$ cat src/rtl/bcd2bin_seq.sv
// Sequential packed-BCD to unsigned binary converter: one digit per clock, MSD first,
// acc = acc*10 + digit, with a START/BUSY/DONE handshake and a non-decimal digit flag.
module bcd2bin_seq #(
  parameter int DIGITS = 4,
  parameter int BIN_W  = 14
) (
  input  logic                  CLK,
  input  logic                  RST,
  input  logic                  START,
  input  logic [4*DIGITS-1:0]   BCD,
  output logic [BIN_W-1:0]      BIN,
  output logic                  BUSY,
  output logic                  DONE,
  output logic                  ERR
);

  localparam int SR_W  = 4 * DIGITS;
  localparam int CNT_W = (DIGITS > 1) ? $clog2(DIGITS) : 1;

  typedef enum logic {
    IDLE,
    CONV
  } state_t;

  state_t             state_q;
  logic [SR_W-1:0]    sr_q;
  logic [BIN_W-1:0]   acc_q;
  logic [CNT_W-1:0]   cnt_q;
  logic               err_acc_q;
  logic [BIN_W-1:0]   bin_q;
  logic               err_q;
  logic               busy_q;
  logic               done_q;

  logic [3:0]         digit;
  logic [BIN_W-1:0]   acc_d;
  logic               err_d;
  logic               last;
  logic               accept;

  // acc*10 as (acc<<3)+(acc<<1); everything truncates to BIN_W, so wrap is modulo 2^BIN_W.
  always_comb begin
    digit  = sr_q[SR_W-1 -: 4];
    acc_d  = (acc_q << 3) + (acc_q << 1) + BIN_W'(digit);
    err_d  = err_acc_q | (digit > 4'd9);
    last   = (state_q == CONV) && (cnt_q == CNT_W'(DIGITS - 1));
    // A new request is taken in IDLE or on the final digit edge, giving back-to-back conversions.
    accept = START && ((state_q == IDLE) || last);
  end

  // NOTE: sequential state uses non-blocking assignments only; where two statements below
  // assign the same register on one edge, the later one (the new-request load) wins.
  always_ff @(posedge CLK or posedge RST) begin
    if (RST) begin
      state_q   <= IDLE;
      sr_q      <= '0;
      acc_q     <= '0;
      cnt_q     <= '0;
      err_acc_q <= 1'b0;
      bin_q     <= '0;
      err_q     <= 1'b0;
      busy_q    <= 1'b0;
      done_q    <= 1'b0;
    end else begin
      done_q <= 1'b0;

      case (state_q)
        CONV: begin
          acc_q     <= acc_d;
          err_acc_q <= err_d;
          sr_q      <= sr_q << 4;
          cnt_q     <= cnt_q + 1'b1;
          if (last) begin
            bin_q   <= acc_d;
            err_q   <= err_d;
            done_q  <= 1'b1;
            busy_q  <= 1'b0;
            state_q <= IDLE;
          end
        end
        default: state_q <= IDLE;
      endcase

      if (accept) begin
        sr_q      <= BCD;
        acc_q     <= '0;
        cnt_q     <= '0;
        err_acc_q <= 1'b0;
        busy_q    <= 1'b1;
        state_q   <= CONV;
      end
    end
  end

  assign BIN  = bin_q;
  assign ERR  = err_q;
  assign BUSY = busy_q;
  assign DONE = done_q;

endmodule
$ cat config.mk
export PLATFORM = sky130hd
export DESIGN_NAME = bcd2bin_seq
export DESIGN_NICKNAME = d
export VERILOG_FILES = /design/src/rtl/bcd2bin_seq.sv
export SDC_FILE = /design/constraint.sdc
export NUM_CORES = 1
export LEC_CHECK = 0
export ABC_AREA = 1
export CAP_MARGIN = 30
export CORE_ASPECT_RATIO = 1.2
export CORE_MARGIN = 4
export CORE_UTILIZATION = 50
export CTS_BUF_LIST = sky130_fd_sc_hd__clkbuf_16
export CTS_CLUSTER_DIAMETER = 120
export DETAILED_ROUTE_END_ITERATION = 16
export PLACE_DENSITY = 0.73
export SETUP_SLACK_MARGIN = 0.15
export SYNTH_ARGS = -nofsm -noshare
export SYNTH_HDL_FRONTEND = slang
export SYNTH_SLANG_ARGS = --single-unit
$ cat constraint.sdc
create_clock -name CLK -period 3.1 [get_ports CLK]
set_clock_uncertainty 0.15 [all_clocks]
set_input_delay 0.62 -clock CLK [delete_from_list [all_inputs] [get_ports CLK]]
set_output_delay 0.62 -clock CLK [all_outputs]
set_load 0.005 [all_outputs]
==> results of run 1 <==
## worst max path at each step
stage	slack (ps)	depth (start not counted)	startpoint	to
2_1_floorplan	900	10	sr_q[15]$_DFFE_PP0P_	acc_q[10]$_DFFE_PP0P_
3_3_place_gp	770	8	sr_q[15]$_DFFE_PP0P_	acc_q[6]$_DFFE_PP0P_
3_5_place_dp	710	8	sr_q[15]$_DFFE_PP0P_	BIN[6]$_DFFE_PP0P_
4_1_cts	660	10	sr_q[15]$_DFFE_PP0P_	acc_q[10]$_DFFE_PP0P_
5_1_grt	540	11	sr_q[15]$_DFFE_PP0P_	BIN[9]$_DFFE_PP0P_
6_report	680	10	sr_q[15]$_DFFE_PP0P_	acc_q[10]$_DFFE_PP0P_
## state kept, by name, summed over array words and instances (netlist names)
name       count
state_q        1
sr_q          16
cnt_q          2
BIN           14
DONE           1
BUSY           1
acc_q         13
err_acc_q      1
ERR            1
## logic make-up (layout without fill, tap and decap cells)
group	count (synthesis)	count (layout)	synth area share
adders and majority gates	25	25	0.1144
xor gates and xnor gates	4	4	0.01222
and+or+nand+nor	156	156	0.2388
AOI/OAI and AO/OA	42	42	0.1078
buffers and inverters	61	99	0.09035
DFF	50	50	0.4365
## cell type report
class	instances	area, sq um
Clock inverter	3	63.81
Fill cell	444	1954
Multi-Input combinational cell	227	1356
Clock buffer	5	125.1
Sequential cell	50	1251
Tap cell	62	77.57
Timing Repair Buffer	39	380.4
Inverter	52	197.7
## per-stage QoR
step | cell area [sq um] | setup WS, ps | hold WS, ps | utilization
5_1_grt | 3452 | 541.5 | 350.9 | 0.6385
6_report | 3452 | 680.2 | 333.7 | 0.6385
2_1_floorplan | 2867 | 900.4 | 303.1 | -
3_3_place_gp | 3263 | 773.8 | 315.4 | 0.6036
3_5_place_dp | 3263 | 705.6 | 318.3 | 0.6036
4_1_cts | 3452 | 661.5 | 334.3 | 0.6385
## report_power, final
part	total [mW]	internal [mW]	switching [mW]	leakage, nW
Clock	0.689	0.459	0.229	0.0915
Sequential	1.14	0.958	0.182	0.631
Combinational	2.43	0.983	1.45	1.04
Total	4.26	2.40	1.86	1.76
## layout by cell type, fill, tap and decap left out, types with 5 or more instances in the layout
| cell | n |
|---|---|
| nor2_1 | 10 |
| clkdlybuf4s50_1 | 35 |
| inv_1 | 48 |
| clkbuf_16 | 5 |
| o21ai_0 | 16 |
| ha_1 | 23 |
| o221ai_1 | 6 |
| dfrtp_1 | 50 |
| a21oi_1 | 6 |
| nand2_1 | 98 |
| nand3_1 | 37 |
## critical path, stage by stage (launching register included)
cell and delay [ps]:
dfrtp_1 350, inv_1 70, fa_1 550, inv_1 80
fa_1 500, nand3_1 120, nand3_1 100, nand2_1 100
nand3b_1 120, nand3_1 110, o21ai_1 60
## routing by layer
layer	wire, um	up-vias
li1	-	1174
met1	2503	1102
met2	3208	56
met3	264	15
met4	180	0
met5	0	-
==> metrics.md, run 1 <==
| Metric | Value |
|---|---|
| # resized after CTS | `0` |
| Status | `completed` |
| Grt peak-use layer | `met2` |
| Placed Cells | `430` |
| Clock Path Buffers | `2` |
| Worst Path Arrival | `~2400 ps` |
| Largest net degree at the start of global routing | `33` |
| 1st-pass router iterations | `4` |
| Worst R2R End | `acc_q[10]$_DFFE_PP0P_` |
| Placer Congestion | `0.8829` |
| Synth top area share | `0.4365` |
| Core Rows | `29` |
| Growth of design area from synthesis to finish | `20.43%` |
| GR Overflow Total | `0` |
| CTS tree | `yes` |
| Antenna Nets Post-Route | `0` |
| Leakage power | `between 1.5 and 2 nW` |
| Pwr dens | `roughly 1200 nW/um^2` |
| Worst-Skew Late Latency | `290 ps` |
| Hold path depth | `2` |
| Ys async rst share | `1.000` |
| Number of port buffers | `35` |
| Routed WL per cell | `~14 um` |
| Mapped Avg Cell Area | `roughly 8.5 sq um` |
| H-tree depth | `2` |
| Post-Syn Area | `approximately 2900 sq um` |
| Routed Wire Length | `roughly 6200 um` |
| Final Max Slew Viols | `0` |
| CP max FO | `4` |
| Top Ports | `36` |
| Die H | `roughly 90 um` |
| Starting Density | `0.5302` |
| GRT Util Overall | `0.1869` |
| R2R Setup Slk | `between 600 and 700 ps` |
| Post-synth EDFFs | `0` |
| Clock Pin Slew Worst Setup and Hold Paths | `about 60 ps` |
| Synthesized instance count | `338` |
| Commonest register cell after synthesis | `dfrtp_1` |
| Hold EP | `BIN[12]$_DFFE_PP0P_` |
| Fmax | `413.3 MHz` |
| Yosys top cell by area | `dfrtp_1` |
| Worst VDD drop | `approximately 700 uV` |
| Cts hold-fix bufs | `0` |
| Reg2Reg Launch Point | `sr_q[15]$_DFFE_PP0P_` |
| Via count | `approximately 2300` |
| Most frequent cells after synthesis | `98 x nand2_1, 50 x dfrtp_1, 49 x inv_1` |
| Most common cell in the netlist | `nand2_1` |
| Core ar. | `between 5000 and 6000 sq um` |
| Die area | `roughly 7000 sq um` |
| CTS Buf Count | `5` |
| Nets | `419` |
| Clock Tree Root | `clkbuf_16` |
| Vias per cell | `5.358` |
| Layout cells sized above 1 | `0.07979` |
| Startpoint Class | `register` |
| Unique masters post-synth | `33` |
| Crit end category | `register` |
| Normalized max-slew margin | `0.5550` |
| Clk sinks | `50` |
| Initial antenna violation count | `0` |
| Synth Net Count | `382` |
| DRC | `0` |
| Max Cap Viol | `0` |
| FF+latch count, synth | `50` |
| Worst min-delay path category | `register to register` |
| Final setup vio count | `0` |
| Final min period | `2420 ps` |
| Grt met1 use | `0.2128` |
| Number of diodes | `0` |
| Post-route insts no fill | `approximately 440` |
| Synth Warn # | `0` |
| RSZ-0062 raised after global routing | `no` |
| Hpwl dp | `roughly 4600 um` |
| Met3 usage | `0.03069` |
| Vias in the first global route | `2375` |
| First-pass GRT wire length | `between 10000 and 15000 um` |
| Final hold vios | `0` |
| WS Path Type | `register to register` |
| FF-to-FF path depth | `10` |
| Post-CTS setup buffer count | `0` |
| Worst Path Required | `between 3000 and 4000 ps` |
| Post-Route Setup TNS | `0 ps` |
| Post-route clock period utilization | `0.7806` |
| Die Wd | `between 70 and 80 um` |
| Measured slew at the worst slew-check pin | `~670 ps` |
| Total power draw | `around 4.3 mW` |
| Iter 0 DRT Violations | `between 100 and 150` |
| Hold Crit Start | `BIN[12]$_DFFE_PP0P_` |
| Met2 Track Usage GR | `0.3480` |
| Synth area leaders | `dfrtp_1 44%, nand2_1 13%, ha_1 10%` |
| Sequential area share after synthesis | `0.4365` |
Note: power is estimated with default switching activity, not from simulation.
==> run 2, diff against run 1 <==
PLACE_DENSITY = 0.76   (was 0.73)
clock period = 2 ns   (was 3.1 ns; I/O delays follow)
==> metrics.md, run 2 (synthesis results as in run 1) <==
| Metric | Value |
|---|---|
| Status | `finished, violations left` |
| Failing checks | `negative setup slack` |
| Core Rows | `29` |
| Pre-CTS setup slack | `-181.3 ps` |
| Most frequent cells in the layout | `88 x nand2_1, 50 x dfrtp_1, 44 x inv_1` |
| Comb pwr share | `0.677` |
| Sw power | `3.470 mW` |
| Worst Path Arrival | `2290 ps` |
| CTS tree | `yes` |
| Final Max Slew Viols | `0` |
| GRT Util Overall | `0.2008` |
| Pwr dens | `approximately 2000 nW/um^2` |
| Fmax | `approximately 440 MHz` |
| Worst R2R End | `BIN[6]$_DFFE_PP0P_` |
| Max stage delay on crit path | `about 560 ps` |
| Core ar. | `between 5000 and 6000 sq um` |
| Top Ports | `36` |
| Post-route clock period utilization | `1.137` |
| Worst-Skew Late Latency | `between 200 and 300 ps` |
| Growth of design area from synthesis to finish | `36.80%` |
| Fin worst setup slack | `-273.3 ps` |
| Crit-path cells | `inv_2 > fa_1 > inv_2 > fa_2 > nand3_2 > nand3_4 > buf_12 > xnor2_4 > o21ai_1` |
| CTS Buf Count | `5` |
| Vias in the first global route | `about 2500` |
| Vias per cell | `around 5.4` |
| Switching part of the total | `0.4361` |
| Layout cells sized above 1 | `0.2531` |
| Clock power frac | `0.101` |
| RSZ-0062 raised after global routing | `yes` |
| GR Overflow Total | `0` |
| Normalized max-slew margin | `0.7312` |
| Worst VDD drop | `1019 uV` |
| CP Buf/Inv Count | `3` |
| Starting Density | `0.5302` |
| Antenna Nets Post-Route | `0` |
| Slowest CP cell | `fa_1` |
| Routed WL per cell | `between 10 and 15 um` |
| Max Cap Viol | `0` |
| R2R Setup Slk | `-270 ps` |
| P_int | `4.486 mW` |
| Startpoint Class | `register` |
| H-tree depth | `2` |
| Nets | `about 450` |
| Sequential power share | `0.222` |
| Dpl cell area | `roughly 3500 sq um` |
| Worst setup path startpoint | `acc_q[2]$_DFFE_PP0P_` |
| Iter 0 DRT Violations | `about 130` |
| Finished Core Util | `0.7253` |
| Final hold vios | `0` |
| Area of the multi-input gates | `about 1600 sq um` |
| Register area | `around 1300 sq um` |
| Largest net degree at the start of global routing | `between 50 and 60` |
| Die H | `approximately 91 um` |
| Crit-path leading delay family | `adder cells` |
| Measured slew at the worst slew-check pin | `398.9 ps` |
| Cts hold-fix bufs | `0` |
| Clock Tree Root | `clkbuf_16` |
| Most Frequent Cell on Critical Path | `inv_2` |
| CP max FO | `4` |
| Reg2Reg Launch Point | `acc_q[2]$_DFFE_PP0P_` |
| Cell area after layout | `just under 4000 sq um` |
| Post-Route Setup TNS | `-3288 ps` |
| Final min period | `approximately 2300 ps` |
| Total power draw | `between 7 and 8 mW` |
| Commonest non-fill, non-tap cell in the layout | `nand2_1` |
| Initial antenna violation count | `0` |
| Number of port buffers | `35` |
| Die area | `around 7000 sq um` |
| Via count | `2498` |
| Number of diodes | `0` |
| Clk sinks | `50` |
| Clock Pin Slew Worst Setup and Hold Paths | `about 60 ps` |
| Clock Path Buffers | `2` |
| Placer Congestion | `around 0.87` |
| 1st-pass router iterations | `4` |
| FF-to-FF path depth | `9` |
| Worst min-delay path category | `input pin to asynchronous set/reset pin` |
| Max reg flops | `16` |
| Final setup vio count | `19` |
| Filler Cell Count | `between 300 and 400` |
| Leakage power | `between 1.5 and 2 nW` |
| Hpwl dp | `approximately 4600 um` |
| Routed Wire Length | `between 6000 and 7000 um` |
| DRC | `0` |
| Crit end category | `register` |
| First-pass GRT wire length | `about 12000 um` |
| Top reg by flops | `sr_q` |
| Worst Path Required | `roughly 2000 ps` |
| WS Path Type | `register to register` |
| Die Wd | `77.12 um` |
==> run 2: worst max path at each step <==
stage / to / slack, ps / depth (start not counted)
floorplan: acc_q[10]$_DFFE_PP0P_ / -50 / 10
global placement: BIN[6]$_DFFE_PP0P_ / -120 / 8
detailed placement: acc_q[6]$_DFFE_PP0P_ / -180 / 8
CTS: acc_q[10]$_DFFE_PP0P_ / -170 / 11
global route: BIN[10]$_DFFE_PP0P_ / -340 / 10
finish: BIN[6]$_DFFE_PP0P_ / -270 / 9
==> run 2: metal layers <==
layer,track usage,wire [um]
met1,0.2489,2839
met2,0.3689,3592
met4,0.04896,111
met3,0.02475,217
met5,0,0
==> run 2: tightest hold or removal path, stage by stage <==
cell             delay, ps
clkdlybuf4s50_1        410
inv_2                   70
buf_12                 250
==> run 2: layout make-up <==
cell class,count,share of cell area
Tap cell,62,0.01978
Clock buffer,5,0.03191
Sequential cell,50,0.3191
Multi-Input combinational cell,227,0.4164
Clock inverter,3,0.003191
Timing Repair Buffer,66,0.1592
Inverter,52,0.05041
==> run 2: metrics by stage <==
stage | instances | hold slack, ps
floorplan | 338 | 303.1
global placement | 451 | 313.2
detailed placement | 451 | 315.2
CTS | 460 | 327.7
global route | 465 | 346.2
finish | 465 | 313.4
==> run 2: power groups by stage <==
stage / Combinational, mW / Clock (mW) / Sequential (mW)
3_3_place_gp: 4.19 / 0 / 1.76
4_1_cts: 4.64 / 0.822 / 1.77
6_report: 5.39 / 0.805 / 1.77
3_5_place_dp: 4.31 / 0 / 1.77
2_1_floorplan: 2.87 / 0 / 1.73
5_1_grt: 5.99 / 0.863 / 1.82
==> run 2: repair_timing <==
action,in CTS,in global routing
pin swaps,5,14
setup buffers,1,5
gates resized for setup,15,30
setup endpoints to repair,21,21
==> run 3, diff against run 2 <==
CORE_MARGIN = 2   (was 4)
==> metrics.md, run 3 (synthesis results as in run 1) <==
| Metric | Value |
|---|---|
| WS Path Type | `register to register` |
| Worst Path Arrival | `roughly 2300 ps` |
| First-pass GRT wire length | `11650 um` |
| Worst min-delay path category | `input pin to asynchronous set/reset pin` |
| Clock Pin Slew Worst Setup and Hold Paths | `around 70 ps` |
| Routed WL per cell | `around 15 um` |
| Via count | `about 2500` |
| Worst-Skew Late Latency | `roughly 290 ps` |
| Clock Path Buffers | `2` |
| H-tree depth | `2` |
| Leakage power | `approximately 1.9 nW` |
| Failing checks | `negative setup slack` |
| Growth of design area from synthesis to finish | `35.27%` |
| Dpl cell area | `around 3500 sq um` |
| Initial antenna violation count | `0` |
| Pre-CTS setup slack | `-237.4 ps` |
| Final Max Slew Viols | `0` |
| Die H | `slightly below 90 um` |
| CP Buf/Inv Count | `0` |
| Final hold vios | `0` |
| GR Overflow Total | `0` |
| Normalized max-slew margin | `0.7392` |
| Starting Density | `0.5125` |
| Layout cells sized above 1 | `0.2376` |
| Antenna Nets Post-Route | `0` |
| Cell area after layout | `between 3000 and 4000 sq um` |
| Clk sinks | `50` |
| Crit end category | `register` |
| Hpwl dp | `roughly 4600 um` |
| Final setup vio count | `19` |
| Crit-path cells | `ha_1 > ha_1 > a21oi_1 > nor2_1 > nor2_1 > nand3b_1 > nand3_2 > nand2_1` |
| Crit-path leading delay family | `simple AND/OR/NAND/NOR gates` |
| Final min period | `between 2000 and 2500 ps` |
| Worst VDD drop | `between 900 and 1000 uV` |
| Die Wd | `73.12 um` |
| RSZ-0062 raised after global routing | `yes` |
| Max Cap Viol | `0` |
| Largest net degree at the start of global routing | `slightly above 50` |
| Routed Wire Length | `7038 um` |
| Filler Cell Count | `between 300 and 400` |
| Placer Congestion | `between 0.8 and 0.9` |
| Max reg flops | `16` |
| Die area | `about 6400 sq um` |
| Most frequent cells in the layout | `90 x nand2_1, 50 x dfrtp_1, 42 x inv_1` |
| Measured slew at the worst slew-check pin | `just under 400 ps` |
| Post-route clock period utilization | `1.150` |
| Fin worst setup slack | `-300.6 ps` |
| Number of port buffers | `35` |
| Iter 0 DRT Violations | `approximately 140` |
| Startpoint Class | `register` |
| 1st-pass router iterations | `4` |
| Pwr dens | `roughly 2000 nW/um^2` |
| Slowest CP cell | `dfrtp_1` |
| Nets | `approximately 450` |
| Vias per cell | `around 5.4` |
| CTS Buf Count | `5` |
| Vias in the first global route | `between 2000 and 3000` |
| Fmax | `about 430 MHz` |
| Commonest non-fill, non-tap cell in the layout | `nand2_1` |
| Clock Tree Root | `clkbuf_16` |
| DRC | `0` |
| CP max FO | `4` |
| Max stage delay on crit path | `between 400 and 500 ps` |
| GRT Util Overall | `0.2363` |
| Core Rows | `30` |
| Core ar. | `5593 sq um` |
| CTS tree | `yes` |
| Number of diodes | `0` |
| Top reg by flops | `sr_q` |
| Status | `finished, violations left` |
| Worst Path Required | `just over 2000 ps` |
| Top Ports | `36` |
run 3: layer usage:
layer,track usage,vias to the layer above,share of wire
li1,-,1229,-
met4,0.1027,0,0.031
met5,0,-,0
met3,0.03356,21,0.035
met2,0.4185,67,0.53
met1,0.2808,1203,0.40
run 3: final cells by class:
cell class	count	area (sq um)	area share
clock buffer	5	125.1	0.03227
timing repair buffer	67	623.1	0.1607
sequential	50	1251	0.3227
multi-input combinational	227	1579	0.4072
tap	64	80.08	0.02065
clock inverter	3	21.27	0.005486
inverter	52	197.7	0.05098
run 3: path summary, 6_finish.rpt:
check | from | endpoint | slack (ps) | depth (start not counted)
worst min register to register | BIN[7]$_DFFE_PP0P_ | BIN[7]$_DFFE_PP0P_ | 330 | 2
worst min-delay path | RST | BIN[12]$_DFFE_PP0P_ | 310 | 3
worst max register to register | acc_q[4]$_DFFE_PP0P_ | BIN[10]$_DFFE_PP0P_ | -300 | 8
max in group asynchronous | RST | acc_q[4]$_DFFE_PP0P_ | 1140 | 3
worst max-delay path | acc_q[4]$_DFFE_PP0P_ | BIN[10]$_DFFE_PP0P_ | -300 | 8
min in group CLK | BIN[7]$_DFFE_PP0P_ | BIN[7]$_DFFE_PP0P_ | 330 | 2
run 3: power by group:
group / internal [mW] / switching [mW] / total (mW)
Combinational: 2.40 / 2.92 / 5.31
Sequential: 1.48 / 0.279 / 1.76
Clock: 0.464 / 0.383 / 0.847
run 3: worst min-delay path: cells and delay by family:
| family | cells | cell delay [ps] |
|---|---|---|
| buffers and inverters | 3 | 730 |
run 3: metrics by stage:
stage	util	cells	power, mW	hold slack [ps]	setup TNS (ps)
after detailed placement	0.6255	454	6.142	319.4	-2101
after floorplan	-	338	4.599	303.1	-225.6
after global placement	0.6255	454	5.992	312.7	-1378
after global routing	0.6933	468	8.563	331.6	-5018
final	0.6933	468	7.923	308.0	-2841
after CTS	0.6752	465	7.478	330.0	-2152
run 3: timing repair:
item / in CTS / in global routing
setup buffers: 3 / 3
hold buffers: 0 / 0
resized for setup: 21 / 18
pin swaps: 6 / 3
endpoints found under the setup margin: 21 / 21
